### src/rtl/rp_8bit_trace_pack.sv
// Instruction trace packer: joins the two words of 32-bit opcodes from the fetch stream
// and queues whole instruction records for the tracer.
module rp_8bit_trace_pack #(
  parameter int unsigned PAW   = 11,
  parameter int unsigned DEPTH = 8
) (
  input  logic                       clk,
  input  logic                       rst_n,
  input  logic                       fetch_vld,
  input  logic [PAW-1:0]             fetch_adr,
  input  logic [15:0]                fetch_dat,
  input  logic                       fetch_flush,
  output logic                       trc_vld,
  input  logic                       trc_rdy,
  output logic [PAW-1:0]             trc_adr,
  output logic [15:0]                trc_op0,
  output logic [15:0]                trc_op1,
  output logic                       trc_long,
  output logic [$clog2(DEPTH):0]     trc_lvl,
  output logic [7:0]                 drop_cnt
);

  localparam int unsigned Aw = $clog2(DEPTH);
  localparam logic [PAW-1:0] AdrOne = 1;

  typedef enum logic [0:0] {StIdle, StHalf} state_e;

  typedef struct packed {
    logic [PAW-1:0] adr;
    logic [15:0]    op0;
    logic [15:0]    op1;
    logic           is_long;
  } rec_t;

  // lds/sts: 1001_00x?_????_0000, jmp/call: 1001_010?_????_11??
  function automatic logic is_long_op(input logic [15:0] w);
    return ((w[15:9] == 7'b1001000 || w[15:9] == 7'b1001001) && w[3:0] == 4'b0000) ||
           (w[15:9] == 7'b1001010 && w[3:2] == 2'b11);
  endfunction

  state_e         state_q, state_d;
  logic [PAW-1:0] hold_adr_q, hold_adr_d;
  logic [15:0]    hold_word_q, hold_word_d;
  logic           half_live;
  logic           rec_push;
  rec_t           rec;
  logic           disc_drop;

  // A flush in the same cycle discards the held word before the new word is looked at.
  assign half_live = (state_q == StHalf) && !fetch_flush;

  always_comb begin
    state_d     = state_q;
    hold_adr_d  = hold_adr_q;
    hold_word_d = hold_word_q;
    rec_push    = 1'b0;
    rec         = '0;
    disc_drop   = 1'b0;
    if (fetch_flush) state_d = StIdle;
    if (fetch_vld) begin
      if (half_live && fetch_adr == hold_adr_q + AdrOne) begin
        rec_push    = 1'b1;
        rec.adr     = hold_adr_q;
        rec.op0     = hold_word_q;
        rec.op1     = fetch_dat;
        rec.is_long = 1'b1;
        state_d     = StIdle;
      end else begin
        disc_drop = half_live;
        if (is_long_op(fetch_dat)) begin
          hold_adr_d  = fetch_adr;
          hold_word_d = fetch_dat;
          state_d     = StHalf;
        end else begin
          rec_push = 1'b1;
          rec.adr  = fetch_adr;
          rec.op0  = fetch_dat;
          state_d  = StIdle;
        end
      end
    end
  end

  always_ff @(posedge clk or negedge rst_n) begin
    if (!rst_n) begin
      state_q     <= StIdle;
      hold_adr_q  <= '0;
      hold_word_q <= '0;
    end else begin
      state_q     <= state_d;
      hold_adr_q  <= hold_adr_d;
      hold_word_q <= hold_word_d;
    end
  end

  // FIFO with an extra pointer bit to tell full from empty
  rec_t        mem_q [DEPTH];
  logic [Aw:0] wptr_q, rptr_q;
  logic        empty, full, pop, push_ok, fifo_drop;
  rec_t        head;

  assign empty     = (wptr_q == rptr_q);
  assign full      = (wptr_q[Aw] != rptr_q[Aw]) && (wptr_q[Aw-1:0] == rptr_q[Aw-1:0]);
  assign pop       = !empty && trc_rdy;
  assign push_ok   = rec_push && (!full || pop);
  assign fifo_drop = rec_push && full && !pop;

  always_ff @(posedge clk) begin
    if (push_ok) mem_q[wptr_q[Aw-1:0]] <= rec;
  end

  always_ff @(posedge clk or negedge rst_n) begin
    if (!rst_n) begin
      wptr_q <= '0;
      rptr_q <= '0;
    end else begin
      if (push_ok) wptr_q <= wptr_q + 1'b1;
      if (pop)     rptr_q <= rptr_q + 1'b1;
    end
  end

  logic [1:0] drop_inc;
  logic [8:0] drop_sum;
  logic [7:0] drop_q;

  assign drop_inc = {1'b0, disc_drop} + {1'b0, fifo_drop};
  assign drop_sum = {1'b0, drop_q} + {7'b0, drop_inc};

  always_ff @(posedge clk or negedge rst_n) begin
    if (!rst_n) drop_q <= '0;
    else        drop_q <= drop_sum[8] ? 8'hFF : drop_sum[7:0];
  end

  // Gate the head so outputs read zero while the FIFO is empty.
  assign head     = mem_q[rptr_q[Aw-1:0]];
  assign trc_vld  = !empty;
  assign trc_adr  = empty ? '0 : head.adr;
  assign trc_op0  = empty ? '0 : head.op0;
  assign trc_op1  = empty ? '0 : head.op1;
  assign trc_long = empty ? 1'b0 : head.is_long;
  assign trc_lvl  = wptr_q - rptr_q;
  assign drop_cnt = drop_q;

endmodule
### config.mk
export PLATFORM = sky130hd
export DESIGN_NAME = rp_8bit_trace_pack
export DESIGN_NICKNAME = d
export VERILOG_FILES = /design/src/rtl/rp_8bit_trace_pack.sv
export SDC_FILE = /design/constraint.sdc
export NUM_CORES = 1
export LEC_CHECK = 0
export BUFFER_PORTS_ARGS = -buffer_cell sky130_fd_sc_hd__buf_2
export CAP_MARGIN = 10
export CORE_ASPECT_RATIO = 0.75
export CORE_MARGIN = 10
export CORE_UTILIZATION = 50
export DETAILED_ROUTE_END_ITERATION = 10
export PLACE_DENSITY = 0.69
export SETUP_SLACK_MARGIN = 0.2
export SYNTH_ARGS = -nofsm -noshare
export SYNTH_HDL_FRONTEND = slang
export SYNTH_SLANG_ARGS = --single-unit
export TNS_END_PERCENT = 5
### constraint.sdc
create_clock -name clk -period 6.58 [get_ports clk]
set_input_delay 1.974 -clock clk [delete_from_list [all_inputs] [get_ports clk]]
set_output_delay 1.974 -clock clk [all_outputs]
set_load 0.03 [all_outputs]
==> summary.txt <==
Outcome
  – Status: finished, final reports clean

STA
  – Final Worst Setup Slack: 1220 ps
  – RSZ-0062 raised after global routing: no
  – Final TNS setup: 0 ps
  – Final Skew: 16.5 ps
  – Actual transition at the worst max-transition pin: 792 ps
  – Endpoints failing hold: 0
  – Max-Slew Margin vs Limit: 0.472
  – Tcrit/Tclk final: 0.814
  – Fmax: 0.187 GHz
  – Fin crit period: 5360 ps
  – # setup viols final: 0
  – Final max-slew violation count: 0

Floorplan
  – Io pins: 89
  – Die Area: 39900 um2
  – Chip Height: 176 um
  – Core Rows: 56
  – Initial Util: 0.512
  – Die width: 227 um
  – Core Box Area: 31500 um2

Setup path
  – Critical Path Most Common Cell: buf_4
  – Critical Path Start Type: register
  – Crit path max-delay cell type: and4_2
  – Max incr delay on CP: 650 ps
  – Crit path capture type: output port
  – Type of the worst setup path: reg2out
  – Required @ worst endpoint: 4610 ps
  – CP max FO: 47
  – Worst path cell trace: buf_4 -> inv_2 -> ha_1 -> and4_2 -> buf_4 -> inv_1 -> buf_2
  – Crit path arrival time: 3380 ps

Route
  – ANT nets after route: 0
  – Initial drt markers: 935
  – DRC: 0
  – Pre-antenna DRT Iters: 5
  – Vias post-DR: 8720
  – Vias per cell: 5.96
  – Total Wirelength: 35600 um
  – WL/cell: 24.3 um

Final layout
  – Share of cells above drive strength 1: 0.276
  – Final net count: 1069
  – Area Growth Syn to Fin: 13.4%
  – Area occupied by registers: 11700 um2
  – Filler cell count: 2372
  – Combined area of the multi-input logic cells: 4260 um2
  – Commonest cells after routing, fill and taps aside: 352 x edfxtp_1, 126 x nand2_1, 88 x mux4_2, 88 x buf_2, 76 x a21oi_1
  – Commonest non-fill, non-tap cell in the layout: edfxtp_1

Logic synthesis
  – Synthesized instance count: 928
  – Netlist cell types: 44
  – Syn_nets: 969
  – Ys async rst share: 0.111
  – Syn avg cell area: 17.4 um2
  – Biggest area consumer among synthesized cells: edfxtp_1
  – Top_reg_cell synth: edfxtp_1
  – Post-synth EDFFs: 352
  – Synth top area share: 0.655
  – Sequential area share after synthesis: 0.723
  – Synth warn: 0
  – Synthesized area: 16100 um2
  – #FFs+latches synth: 396
  – Ranking of synthesized cells by area: edfxtp_1 66%, mux4_2 12%, dfrtp_1 6.8%

Global routing
  – Global-route wire length before repair: 55200 um
  – Initial antenna violation count: 0
  – Largest net degree at the start of global routing: 92
  – Vias in the first global route: 9040
  – GRT overflow: 0
  – All-Layer GR Usage: 0.182

Clock tree
  – CTS tree: done
  – CTS root buf: clkbuf_16
  – Reg clk slew, reported paths: 60 ps
  – CTS sink cnt: 396
  – Post-CTS setup buffers: 0
  – Gates resized, CTS repair: 0
  – CTS Hold Bufs: 0
  – CTS Buffer Depth: 3
  – H-tree levels: 2
  – Later-pin clock latency in the skew report: 540 ps
  – Inserted Clock Buffers: 38

Flow run
  – Max-cap violations: 0

Pwr
  – Sequential share of power: 0.399
  – Clock network power share: 0.247
  – Pwr dens: 448 nW/um2
  – Internal power: 5.25 mW
  – Net Sw Power: 2.94 mW
  – Static Leak: 6.58 nW
  – Combinational fraction of design power: 0.354
  – IR drop worst, VDD: 0.318 mV
  – Net Sw Frac: 0.359

Place
  – Port bufs: 88
  – Hpwl dp: 20600 um
  – Placement Setup Slack: 1430 ps
  – Placer Congestion: 0.779

Hold path
  – Type of the worst min-delay path: reg2reg
-- through the flow --
stage / cells / utilization / total power, mW / area [um2] / hold WS [ps]
3_3_place_gp: 1393 / 0.543 / 6.25 / 17100 / 452
3_5_place_dp: 1393 / 0.543 / 6.29 / 17100 / 459
2_1_floorplan: 928 / - / 5.36 / 16100 / 439
5_1_grt: 1463 / 0.580 / 8.61 / 18300 / 494
4_1_cts: 1462 / 0.579 / 8.30 / 18300 / 483
6_report: 1464 / 0.580 / 8.19 / 18300 / 481
-- flip-flops by register name, indices dropped and copies added, names as in the netlist --
name and flops:
mem_q 352, hold_word_q 16, hold_adr_q 11, drop_cnt 8, rptr_q 4, wptr_q 4
state_q 1
-- power groups by stage --
stage | registers (mW) | clock network (mW) | logic, mW
floorplan | 3.25 | 0 | 2.11
global placement | 3.31 | 0 | 2.95
detailed placement | 3.32 | 0 | 2.96
CTS | 3.27 | 2.06 | 2.97
global route | 3.29 | 2.17 | 3.14
finish | 3.26 | 2.02 | 2.90
-- kinds of logic (layout without fill, tap and decap cells) --
family          Yosys count  in the layout  share of synthesized area
flops                   396            396                      0.723
buf+inv                  62            191                     0.0160
simple gates            222            222                     0.0654
other cells               0              1                          0
mux                     112            112                      0.140
xor+xnor                 23             23                     0.0125
fa+ha+maj                 9              9                    0.00791
compound gates          104            104                     0.0353
-- Yosys cell counts, types with 4 or more instances --
cell type  count
a31oi_1        5
edfxtp_1     352
nand3_1       33
ha_1           7
nand2_1      126
and4_1         4
clkbuf_1      30
inv_1          8
mux4_2        88
nor4b_1        4
nor2b_1        6
xor2_1         6
a21o_1         5
xnor2_1       17
a21oi_1       76
and2_1        16
and3_1         5
nor3_1         5
mux2_2        22
buf_1         18
o21a_1         4
nor2_1         4
nor4_1         5
dfrtp_1       44
o21ai_0        7
-- metal layers --
metal	wire length [um]	up-vias	share of wire	track usage
li1	-	3832	-	-
met1	15700	4562	0.44	0.259
met2	16800	283	0.47	0.284
met3	2530	43	0.071	0.0383
met4	543	0	0.015	0.0446
met5	0	-	0	0
-- worst paths after layout --
path / from / cells after the start / end / slack [ps]
min reg2reg: hold_word_q[15] / 1 / hold_word_q[15] / 480
max: rptr_q[2] / 7 / trc_vld / 1220
max in group asynchronous: rst_n / 2 / rptr_q[0] / 4550
min: hold_word_q[15] / 1 / hold_word_q[15] / 480
max reg2reg: hold_adr_q[0] / 10 / mem_q[5][1] / 2630
min in group asynchronous: rst_n / 2 / hold_adr_q[5] / 1530
-- cell type report --
class,instances,share of cell area
Multi-Input combinational cell,470,0.233
Clock inverter,15,0.00465
Antenna cell,1,0.000137
Timing Repair Buffer,113,0.0361
Inverter,9,0.00185
Tap cell,406,0.0278
Clock buffer,54,0.0580
Sequential cell,396,0.639
-- critical path: cells and delay by family, from the launching register on --
kind | cells | cell delay (ps)
fa+ha+maj | 1 | 360
flops | 1 | 340
buf+inv | 5 | 1490
simple gates | 1 | 650
Power figures use the tool's default switching activity.
